==> config.mk <==
export PLATFORM = sky130hd
export DESIGN_NAME = nicnac_sequencer
export DESIGN_NICKNAME = d
export VERILOG_FILES = /design/src/rtl/nicnac_pkg.sv /design/src/rtl/nicnac_phase_counter.sv /design/src/rtl/nicnac_sequencer.sv
export SDC_FILE = /design/constraint.sdc
export NUM_CORES = 1
export LEC_CHECK = 0
export BUFFER_PORTS_ARGS = -buffer_cell sky130_fd_sc_hd__buf_2
export CAP_MARGIN = 20
export CELL_PAD_IN_SITES_DETAIL_PLACEMENT = 1
export CELL_PAD_IN_SITES_GLOBAL_PLACEMENT = 1
export CORE_MARGIN = 4
export CORE_UTILIZATION = 33
export CTS_CLUSTER_SIZE = 10
export DETAILED_ROUTE_END_ITERATION = 8
export GPL_TIMING_DRIVEN = 0
export PLACE_DENSITY_LB_ADDON = 0.1
export SETUP_SLACK_MARGIN = 0.02
export SLEW_MARGIN = 20
export SYNTH_ARGS = -nofsm -noshare
export SYNTH_HDL_FRONTEND = slang
export SYNTH_SLANG_ARGS = --single-unit
export TNS_END_PERCENT = 1
==> constraint.sdc <==
create_clock -name CLK -period 3.2 [get_ports CLK]
set_input_delay 0.64 -clock CLK [delete_from_list [all_inputs] [get_ports CLK]]
set_output_delay 0.64 -clock CLK [all_outputs]
set_load 0.05 [all_outputs]
==> src/rtl/nicnac_pkg.sv <==
//------------------------------------------------------------------------------
// nicnac_pkg
// Shared types and constants for the NICNAC16 major-state sequencer.
// Revision: 1.0
//------------------------------------------------------------------------------
`default_nettype none

package nicnac_pkg;

    typedef enum logic [1:0] {
        ST_HALTED  = 2'd0,
        ST_FETCH   = 2'd1,
        ST_DEFER   = 2'd2,
        ST_EXECUTE = 2'd3
    } major_state_e;

    localparam logic [3:0] c_sta_op    = 4'h3;
    localparam int         c_mri_limit = 8;

    localparam int c_ph_t0 = 0;
    localparam int c_ph_t1 = 1;

endpackage

`default_nettype wire

==> src/rtl/nicnac_phase_counter.sv <==
//------------------------------------------------------------------------------
// nicnac_phase_counter
// Wrapping phase counter with one-hot decode, enable, sync clear, last flag.
// Revision: 1.0
//------------------------------------------------------------------------------
`default_nettype none

module nicnac_phase_counter
    import nicnac_pkg::*;
#(
    parameter int N_PHASES = 4,
    parameter int PHASE_W  = $clog2(N_PHASES)
) (
    input  logic                clk,
    input  logic                rst,
    input  logic                i_en,
    input  logic                i_clr,
    output logic [PHASE_W-1:0]  o_phase,
    output logic [N_PHASES-1:0] o_onehot,
    output logic                o_last
);

    logic [PHASE_W-1:0] phase_q;
    logic [PHASE_W-1:0] phase_d;

    assign o_last  = (phase_q == PHASE_W'(N_PHASES - 1));
    assign o_phase = phase_q;

    always_comb begin
        phase_d = phase_q;
        if (i_clr) begin
            phase_d = PHASE_W'(c_ph_t0);
        end else if (i_en) begin
            phase_d = o_last ? PHASE_W'(c_ph_t0) : phase_q + 1'b1;
        end
    end

    always_ff @(posedge clk) begin
        if (rst) begin
            phase_q <= PHASE_W'(c_ph_t0);
        end else begin
            phase_q <= phase_d;
        end
    end

    // Decode is gated so no phase pulse escapes while the sequencer is idle.
    for (genvar i = 0; i < N_PHASES; i++) begin : g_decode
        assign o_onehot[i] = i_en && (phase_q == PHASE_W'(i));
    end

endmodule

`default_nettype wire

==> src/rtl/nicnac_sequencer.sv <==
//------------------------------------------------------------------------------
// nicnac_sequencer
// Major-state / timing-pulse sequencer with run/halt and memory-write control.
// Optional macro: NICNAC_SEQ_SINGLE_STEP_EN (single-step via SS_MODE/STEP).
// Revision: 1.0
//------------------------------------------------------------------------------
`default_nettype none

module nicnac_sequencer
    import nicnac_pkg::*;
#(
    parameter int                N_PHASES  = 4,
    parameter int                OPCODE_W  = 4,
    parameter logic [OPCODE_W-1:0] STA_OP  = OPCODE_W'(c_sta_op),
    parameter int                MRI_LIMIT = c_mri_limit
) (
    input  logic                CLK,
    input  logic                RESET,
    input  logic                RUN,
    input  logic                HALT_REQ,
    input  logic [OPCODE_W-1:0] OPCODE,
    input  logic                IND,
    input  logic                SS_MODE,
    input  logic                STEP,
    output logic [N_PHASES-1:0] T,
    output logic                FETCH,
    output logic                DEFER,
    output logic                EXECUTE,
    output logic                I_STA,
    output logic                SETWRITE,
    output logic                CLRWRITE,
    output logic                WRITE,
    output logic                HALTED,
    output logic [OPCODE_W-1:0] IR_OP
);

    localparam int c_pw = $clog2(N_PHASES);

    if (N_PHASES < 3) begin : g_bad_n_phases
        $fatal(1, "nicnac_sequencer: N_PHASES must be at least 3");
    end

    major_state_e        state_q, state_d;
    logic [OPCODE_W-1:0] ir_op_q, ir_op_d;
    logic                ind_q, ind_d;
    logic                write_q, write_d;

    logic                w_running;
    logic                w_last;
    logic                w_ph1;
    logic [c_pw-1:0]     w_phase;
    logic                w_is_mri;
    logic                w_halt_eff;
    logic                w_run_eff;

`ifdef NICNAC_SEQ_SINGLE_STEP_EN
    assign w_halt_eff = HALT_REQ | SS_MODE;
    assign w_run_eff  = RUN | STEP;
`else
    logic w_unused_ss;
    assign w_halt_eff  = HALT_REQ;
    assign w_run_eff   = RUN;
    assign w_unused_ss = ^{SS_MODE, STEP};
`endif

    assign w_running = (state_q != ST_HALTED);

    nicnac_phase_counter #(
        .N_PHASES (N_PHASES),
        .PHASE_W  (c_pw)
    ) u_phase (
        .clk      (CLK),
        .rst      (RESET),
        .i_en     (w_running),
        .i_clr    (~w_running),
        .o_phase  (w_phase),
        .o_onehot (T),
        .o_last   (w_last)
    );

    assign w_ph1    = (w_phase == c_pw'(c_ph_t1));
    assign w_is_mri = (int'(ir_op_q) < MRI_LIMIT);

    // Halt is only taken where the next state would otherwise be FETCH.
    always_comb begin
        state_d = state_q;
        case (state_q)
            ST_HALTED: begin
                if (w_run_eff) state_d = ST_FETCH;
            end
            ST_FETCH: begin
                if (w_last) begin
                    if (w_is_mri)        state_d = ind_q ? ST_DEFER : ST_EXECUTE;
                    else if (w_halt_eff) state_d = ST_HALTED;
                    else                 state_d = ST_FETCH;
                end
            end
            ST_DEFER: begin
                if (w_last) state_d = ST_EXECUTE;
            end
            ST_EXECUTE: begin
                if (w_last) state_d = w_halt_eff ? ST_HALTED : ST_FETCH;
            end
            default: state_d = ST_HALTED;
        endcase
    end

    always_comb begin
        ir_op_d = ir_op_q;
        ind_d   = ind_q;
        if (state_q == ST_FETCH && w_ph1) begin
            ir_op_d = OPCODE;
            ind_d   = IND;
        end
    end

    assign SETWRITE = (state_q == ST_EXECUTE) && w_ph1 && I_STA;
    assign CLRWRITE = (state_q == ST_EXECUTE) && w_last && write_q;

    always_comb begin
        write_d = write_q;
        if (state_q != ST_EXECUTE) write_d = 1'b0;
        else if (SETWRITE)         write_d = 1'b1;
        else if (CLRWRITE)         write_d = 1'b0;
    end

    always_ff @(posedge CLK) begin
        if (RESET) begin
            state_q <= ST_HALTED;
            ir_op_q <= '0;
            ind_q   <= 1'b0;
            write_q <= 1'b0;
        end else begin
            state_q <= state_d;
            ir_op_q <= ir_op_d;
            ind_q   <= ind_d;
            write_q <= write_d;
        end
    end

    assign HALTED  = (state_q == ST_HALTED);
    assign FETCH   = (state_q == ST_FETCH);
    assign DEFER   = (state_q == ST_DEFER);
    assign EXECUTE = (state_q == ST_EXECUTE);
    assign I_STA   = (ir_op_q == STA_OP);
    assign WRITE   = write_q;
    assign IR_OP   = ir_op_q;

endmodule

`default_nettype wire
==> results of run 1 <==
==> cells in the final DEF, fill, tap and decap left out <==
| cell | count |
|---|---|
| clkbuf_8 | 1 |
| nor2b_4 | 1 |
| mux2_4 | 1 |
| buf_6 | 2 |
| nor2_1 | 5 |
| nand3b_1 | 1 |
| a2111o_1 | 1 |
| ha_1 | 5 |
| clkbuf_1 | 1 |
| and4bb_4 | 1 |
| inv_1 | 3 |
| mux2i_1 | 1 |
| nor2b_1 | 5 |
| o21ai_1 | 1 |
| a211oi_1 | 1 |
| buf_1 | 1 |
| nor4_1 | 1 |
| a21boi_0 | 1 |
| buf_2 | 24 |
| nand3_1 | 5 |
| nand2_1 | 10 |
| clkbuf_4 | 3 |
| dfxtp_1 | 10 |
| and3_1 | 1 |
| a21oi_1 | 5 |
| and2b_1 | 1 |
| nor3_1 | 1 |
| and3b_1 | 1 |
| nand2b_1 | 1 |
==> final cells by class <==
type / count / area, um^2
buffer: 5 / 35.0
clock buffer: 4 / 36.3
fill: 201 / 825
inverter: 3 / 11.3
multi-input combinational: 50 / 334
sequential: 10 / 200
tap: 16 / 20.0
timing repair buffer: 23 / 115
==> registers in the layout, indices dropped and copies added, names as in the netlist, named ones only <==
register	count
IR_OP	4
u_phase.o_phase	2
WRITE	1
ind_q	1
state_q	1
==> cells by family after synthesis <==
kind of cell	synth area share
flops	0.345
buf+inv	0.0797
compound gates	0.0970
fa+ha+maj	0.108
mux	0.0431
simple gates	0.328
==> final timing paths <==
path / to / slack, ps / depth (start not counted)
worst max register to register: IR_OP[1] / 1780 / 5
worst min register to register: ind_q / 460 / 2
worst max-delay path: SETWRITE / 890 / 5
worst min-delay path: ind_q / 460 / 2
==> stage by stage <==
stage | hold slack, ps | instance area [um^2]
finish | 461 | 752
global route | 492 | 752
CTS | 469 | 752
detailed placement | 457 | 716
global placement | 445 | 716
floorplan | 436 | 581
==> layer usage <==
layer / up-vias / GRT usage
met2: 20 / 0.203
met4: 0 / 0.0829
li1: 280 / -
met1: 261 / 0.155
met5: - / 0
met3: 4 / 0.0301
==> worst max-delay path, cell delays in order, from the launching register on <==
cell	delay, ps
dfxtp_1	420
ha_1	170
clkbuf_1	290
nand2_1	160
nor2_1	100
buf_2	260
==> power by group through the flow <==
stage	logic (mW)	registers (mW)	clock network, mW
2_1_floorplan	0.103	0.151	0
3_3_place_gp	0.140	0.144	0
3_5_place_dp	0.143	0.144	0
4_1_cts	0.143	0.141	0.126
5_1_grt	0.153	0.142	0.133
6_report	0.141	0.141	0.119
==> impl_metrics.py, run 1 <==
metrics = {
    "clock_network": {
        "root_buffer": "clkbuf_4",
        "cts_setup_buffers": 0,
        "cts.sinks": 10,
        "ctsHoldBuffers": 0,
        "numCtsBuffers": 3,
        "clk_path_buf_depth": 2,
        "clk_pin_slew_ps": 70,
        "insertion_delay_ps": 270,
        "cts-resized-gates": 0,
        "cts_tree": "yes",
        "cts-htree-levels": 1,
    },
    "timing": {
        "worst_pin_slew_ps": 474,
        "rsz0062_at_grt": "no",
        "maxSlewHeadroom": 0.684,
        "maxSlewViolCount": 0,
        "setup_viol": 0,
        "skew_ps": 1.18,
        "post-route-period-util": 0.723,
        "hold_viol_final": 0,
        "fin_crit_ps": 2310,
        "fmax_ghz": 0.432,
        "fin_ws_ps": 887,
        "fin_tns_setup_ps": 0,
    },
    "power_and_ir_drop": {
        "total_leakage_power_nw": 0.378,
        "finalPower_uw": 401,
        "p_comb_frac": 0.352,
        "powerDensity_nw_per_um2": 533,
        "power_switching_uw": 153,
        "pwr-share-seq": 0.351,
        "power_frac_clock": 0.296,
        "ir_worst_vdd_mv": 0.274,
        "swShare": 0.381,
        "internal-power_uw": 248,
    },
    "routing": {
        "highest_layer": "met4",
        "drt-total-wl_um": 1460,
        "drt_iter0_drc": 2,
        "drc": 0,
        "ant_nets": 0,
        "vias": 565,
        "wl_per_cell_um": 13.2,
        "wl_met3_um": 86,
        "wl_met2_um": 646,
        "avgViaCountPerCell": 5.09,
        "first_pass_iters": 4,
        "wl_met1_um": 705,
    },
    "run": {
        "maxCapViolCount": 0,
    },
    "hold_path": {
        "hold_start": "ind_q",
        "hold_path.class": "register to register",
    },
    "logic_synthesis": {
        "synth-edff-count": 0,
        "synth_area_leader_cell": "dfxtp_1",
        "postSynthCellCount": 68,
        "synth_area_um2": 581,
        "syn-num-nets": 84,
        "yosysSeqAreaShare": 0.345,
        "synthFlopType": "dfxtp_1",
        "synthDistinctLibCells": 27,
        "postSynthAreaPerCell_um2": 8.54,
        "async_flop_share": 0,
        "synth_area_leaders": "dfxtp_1 34%, ha_1 11%, nand2_1 6.5%",
        "synth-seq-cells": 10,
        "ys_top_cells_by_count": "10 x dfxtp_1, 10 x nand2_1",
        "yosysWarnings": 0,
        "synth_top_area_share": 0.345,
    },
    "cells_and_area": {
        "areaGrowthSynthToFinish_pct": 29.5,
        "final_util": 0.477,
        "diodes": 0,
        "nets": 112,
        "finalNonFillerCells": 111,
        "layout-drive-gt1-share": 0.347,
    },
    "floorplanning": {
        "die_area_um2": 2490,
        "core-area_um2": 1580,
        "start_util": 0.368,
        "die_w_um": 49.9,
        "rows": 14,
        "io_pins": 27,
        "dieHeight_um": 49.9,
    },
    "place": {
        "dp_cells": 107,
        "dp_slack_ps": 1190,
        "port_buffers": 23,
        "hpwlAfterDp_um": 1100,
        "gp_congestion": 0.724,
    },
    "grt": {
        "gr-total-overflow": 0,
        "grt_max_degree": 11,
        "grt_pass1_wl_um": 2400,
        "grt_usage": 0.129,
        "antenna_found_initial": 0,
        "grt_pass1_vias": 533,
    },
    "critical_path": {
        "worstPathRequired_ps": 2560,
        "startpoint_type": "register",
        "critPathCaptureType": "output port",
        "timing.rr.start": "u_phase.o_phase[0]",
        "critPathArrivalTime_ps": 1670,
        "path_max_fanout": 8,
        "crit_type": "register to output port",
        "cp-startpoint": "u_phase.o_phase[0]",
    },
    "status": {
        "run_status": "completed",
    },
}
(Power assumes the default switching activity.)
==> run 2, diff against run 1 <==
--- a/config.mk
+++ b/config.mk
@@ -5,12 +5,13 @@
 export SDC_FILE = /design/constraint.sdc
 export NUM_CORES = 1
 export LEC_CHECK = 0
+export ABC_AREA = 1
 export BUFFER_PORTS_ARGS = -buffer_cell sky130_fd_sc_hd__buf_2
 export CAP_MARGIN = 20
 export CELL_PAD_IN_SITES_DETAIL_PLACEMENT = 1
 export CELL_PAD_IN_SITES_GLOBAL_PLACEMENT = 1
 export CORE_MARGIN = 4
-export CORE_UTILIZATION = 33
+export CORE_UTILIZATION = 26
 export CTS_CLUSTER_SIZE = 10
 export DETAILED_ROUTE_END_ITERATION = 8
 export GPL_TIMING_DRIVEN = 0
==> constraint.sdc (replaced) <==
create_clock -name CLK -period 2 [get_ports CLK]
set_input_delay 0.4 -clock CLK [delete_from_list [all_inputs] [get_ports CLK]]
set_output_delay 0.4 -clock CLK [all_outputs]
set_load 0.05 [all_outputs]
==> run 2 against run 1 <==
Net effect: register-to-register slack got worse by 1000 ps; routed wire length shrank 2.5%; power grew 52%; core utilization shrank 11 points; sequential power rose by 71%; worst hold slack worse by 140 ps; die area rose by 20%; cell count increased by 26%; clock power rose by 17%; setup slack worse by 660 ps; cell area shrank 0.83%.
==> impl_metrics.py, run 2 <==
metrics = {
    "clock_network": {
        "cts-htree-levels": 1,
        "insertion_delay_ps": 260,
        "clk_pin_slew_ps": 70,
        "numCtsBuffers": 3,
        "root_buffer": "clkbuf_4",
        "cts_setup_buffers": 0,
        "clk_path_buf_depth": 2,
        "cts-resized-gates": 0,
        "ctsHoldBuffers": 0,
        "cts_tree": "yes",
        "cts.sinks": 10,
    },
    "routing": {
        "avgViaCountPerCell": 4.26,
        "ant_nets": 0,
        "wl_per_cell_um": 10.2,
        "drt_iter0_drc": 7,
        "first_pass_iters": 3,
        "drc": 0,
        "drt-total-wl_um": 1420,
        "vias": 597,
    },
    "timing": {
        "hold_viol_final": 0,
        "post-route-period-util": 0.886,
        "whs_ps": 323,
        "skew_ps": 2.13,
        "fin_crit_ps": 1770,
        "fmax_ghz": 0.565,
        "maxSlewHeadroom": 0.818,
        "fin_tns_setup_ps": 0,
        "maxSlewViolCount": 0,
        "fin_ws_ps": 229,
        "rsz0062_at_grt": "no",
        "setup_viol": 0,
        "worst_pin_slew_ps": 273,
    },
    "critical_path": {
        "path_max_fanout": 6,
        "critPathCaptureType": "output port",
        "critPathArrivalTime_ps": 1370,
        "worstPathRequired_ps": 1600,
        "crit_type": "register to output port",
        "startpoint_type": "register",
    },
    "logic_synthesis": {
        "synthFlopType": "dfxtp_1",
        "yosysWarnings": 0,
        "synth_area_um2": 567,
        "postSynthCellCount": 86,
        "synth-edff-count": 0,
        "synth_area_leaders": "dfxtp_1 35%, nor2_1 14%, inv_1 13%",
        "synth_top_area_share": 0.353,
        "ys_top_cells_by_count": "21 x nor2_1, 20 x inv_1, 11 x nand2_1",
        "synth_area_leader_cell": "dfxtp_1",
        "postSynthAreaPerCell_um2": 6.59,
        "syn-num-nets": 102,
        "synthDistinctLibCells": 13,
        "async_flop_share": 0,
        "yosysMostFrequentCell": "nor2_1",
        "synth-seq-cells": 10,
        "yosysSeqAreaShare": 0.353,
    },
    "floorplanning": {
        "die_area_um2": 2990,
        "die_w_um": 54.7,
        "start_util": 0.280,
        "dieHeight_um": 54.7,
        "rows": 16,
        "core-area_um2": 2020,
        "io_pins": 27,
    },
    "cells_and_area": {
        "largest_register_ffs": 4,
        "nets": 131,
        "final_common_cell": "buf_2",
        "final_util": 0.369,
        "layout-drive-gt1-share": 0.283,
        "nFillCells": 284,
        "diodes": 0,
        "final_cell_mix": "24 x buf_2, 20 x inv_1, 20 x nor2_1",
        "areaGrowthSynthToFinish_pct": 31.6,
    },
    "status": {
        "run_status": "completed",
    },
    "grt": {
        "antenna_found_initial": 0,
        "grt_pass1_wl_um": 2350,
        "gr-total-overflow": 0,
        "grt_usage": 0.114,
        "grt_pass1_vias": 573,
        "grt_max_degree": 9,
    },
    "power_and_ir_drop": {
        "ir_worst_vdd_mv": 0.375,
        "power_frac_clock": 0.228,
        "powerDensity_nw_per_um2": 818,
        "pwr-share-seq": 0.396,
        "total_leakage_power_nw": 0.420,
        "power_switching_uw": 268,
        "swShare": 0.439,
        "p_comb_frac": 0.377,
        "finalPower_uw": 610,
        "internal-power_uw": 342,
    },
    "hold_path": {
        "hold_path.class": "primary input to register",
    },
    "place": {
        "dp_slack_ps": 498,
        "port_buffers": 24,
        "hpwlAfterDp_um": 1170,
        "gp_congestion": 0.700,
    },
    "run": {
        "maxCapViolCount": 0,
    },
}
==> run 2: cell types whose count changed after synthesis, sizes merged, moves of 2 or more <==
cell,change
nand2,+2
nor2,+18
buf,-4
o21ai,+4
inv,+18
nor2b,-6
a21oi,-2
==> run 2: final cells by class <==
type	count	area [um^2]	area share
multi-input combinational	55	290	0.389
sequential	10	200	0.268
timing repair buffer	24	120	0.161
inverter	21	78.8	0.106
tap	27	33.8	0.0453
clock buffer	3	22.5	0.0302
==> run 2: worst paths after layout <==
check / start / to / slack [ps] / cells past startpoint
worst max-delay path: state_q[0] / CLRWRITE / 230 / 5
worst min-delay path: RESET / register / 320 / 2
worst max register to register: u_phase.o_phase[0] / IR_OP[3] / 770 / 6
worst min register to register: WRITE / WRITE / 490 / 2
==> run 2: stage by stage <==
stage | instances | cell area (um^2)
finish | 140 | 746
global route | 140 | 746
CTS | 140 | 746
detailed placement | 137 | 723
global placement | 137 | 723
floorplan | 86 | 569
==> run 2: metal layers <==
metal,global-route usage,vias to the layer above,routed length [um]
met2,0.183,19,619
met4,0.0747,0,40
met1,0.125,262,664
met5,0,-,0
li1,-,311,-
met3,0.0409,5,98
==> run 2: power by group through the flow <==
stage                     combinational, mW  clock (mW)  sequential [mW]
final                                 0.230       0.139            0.241
after global routing                  0.256       0.154            0.246
after CTS                             0.235       0.144            0.243
after detailed placement              0.235           0            0.247
after global placement                0.230           0            0.247
after floorplan                       0.154           0            0.264
==> run 2: cell families after synthesis <==
kind of cell,count (synthesis),share of synthesized area
flip-flops,10,0.353
adder cells (fa/ha/maj),5,0.110
AO/OA/AOI/OAI,8,0.0706
buffers and inverters,21,0.139
AND/OR/NAND/NOR,42,0.327
==> run 2: critical path, stage by stage (launching register included) <==
cell     delay (ps)
dfxtp_1         480
nand2_1         120
inv_1           100
nand2_1          80
nor2_2           70
buf_2           260
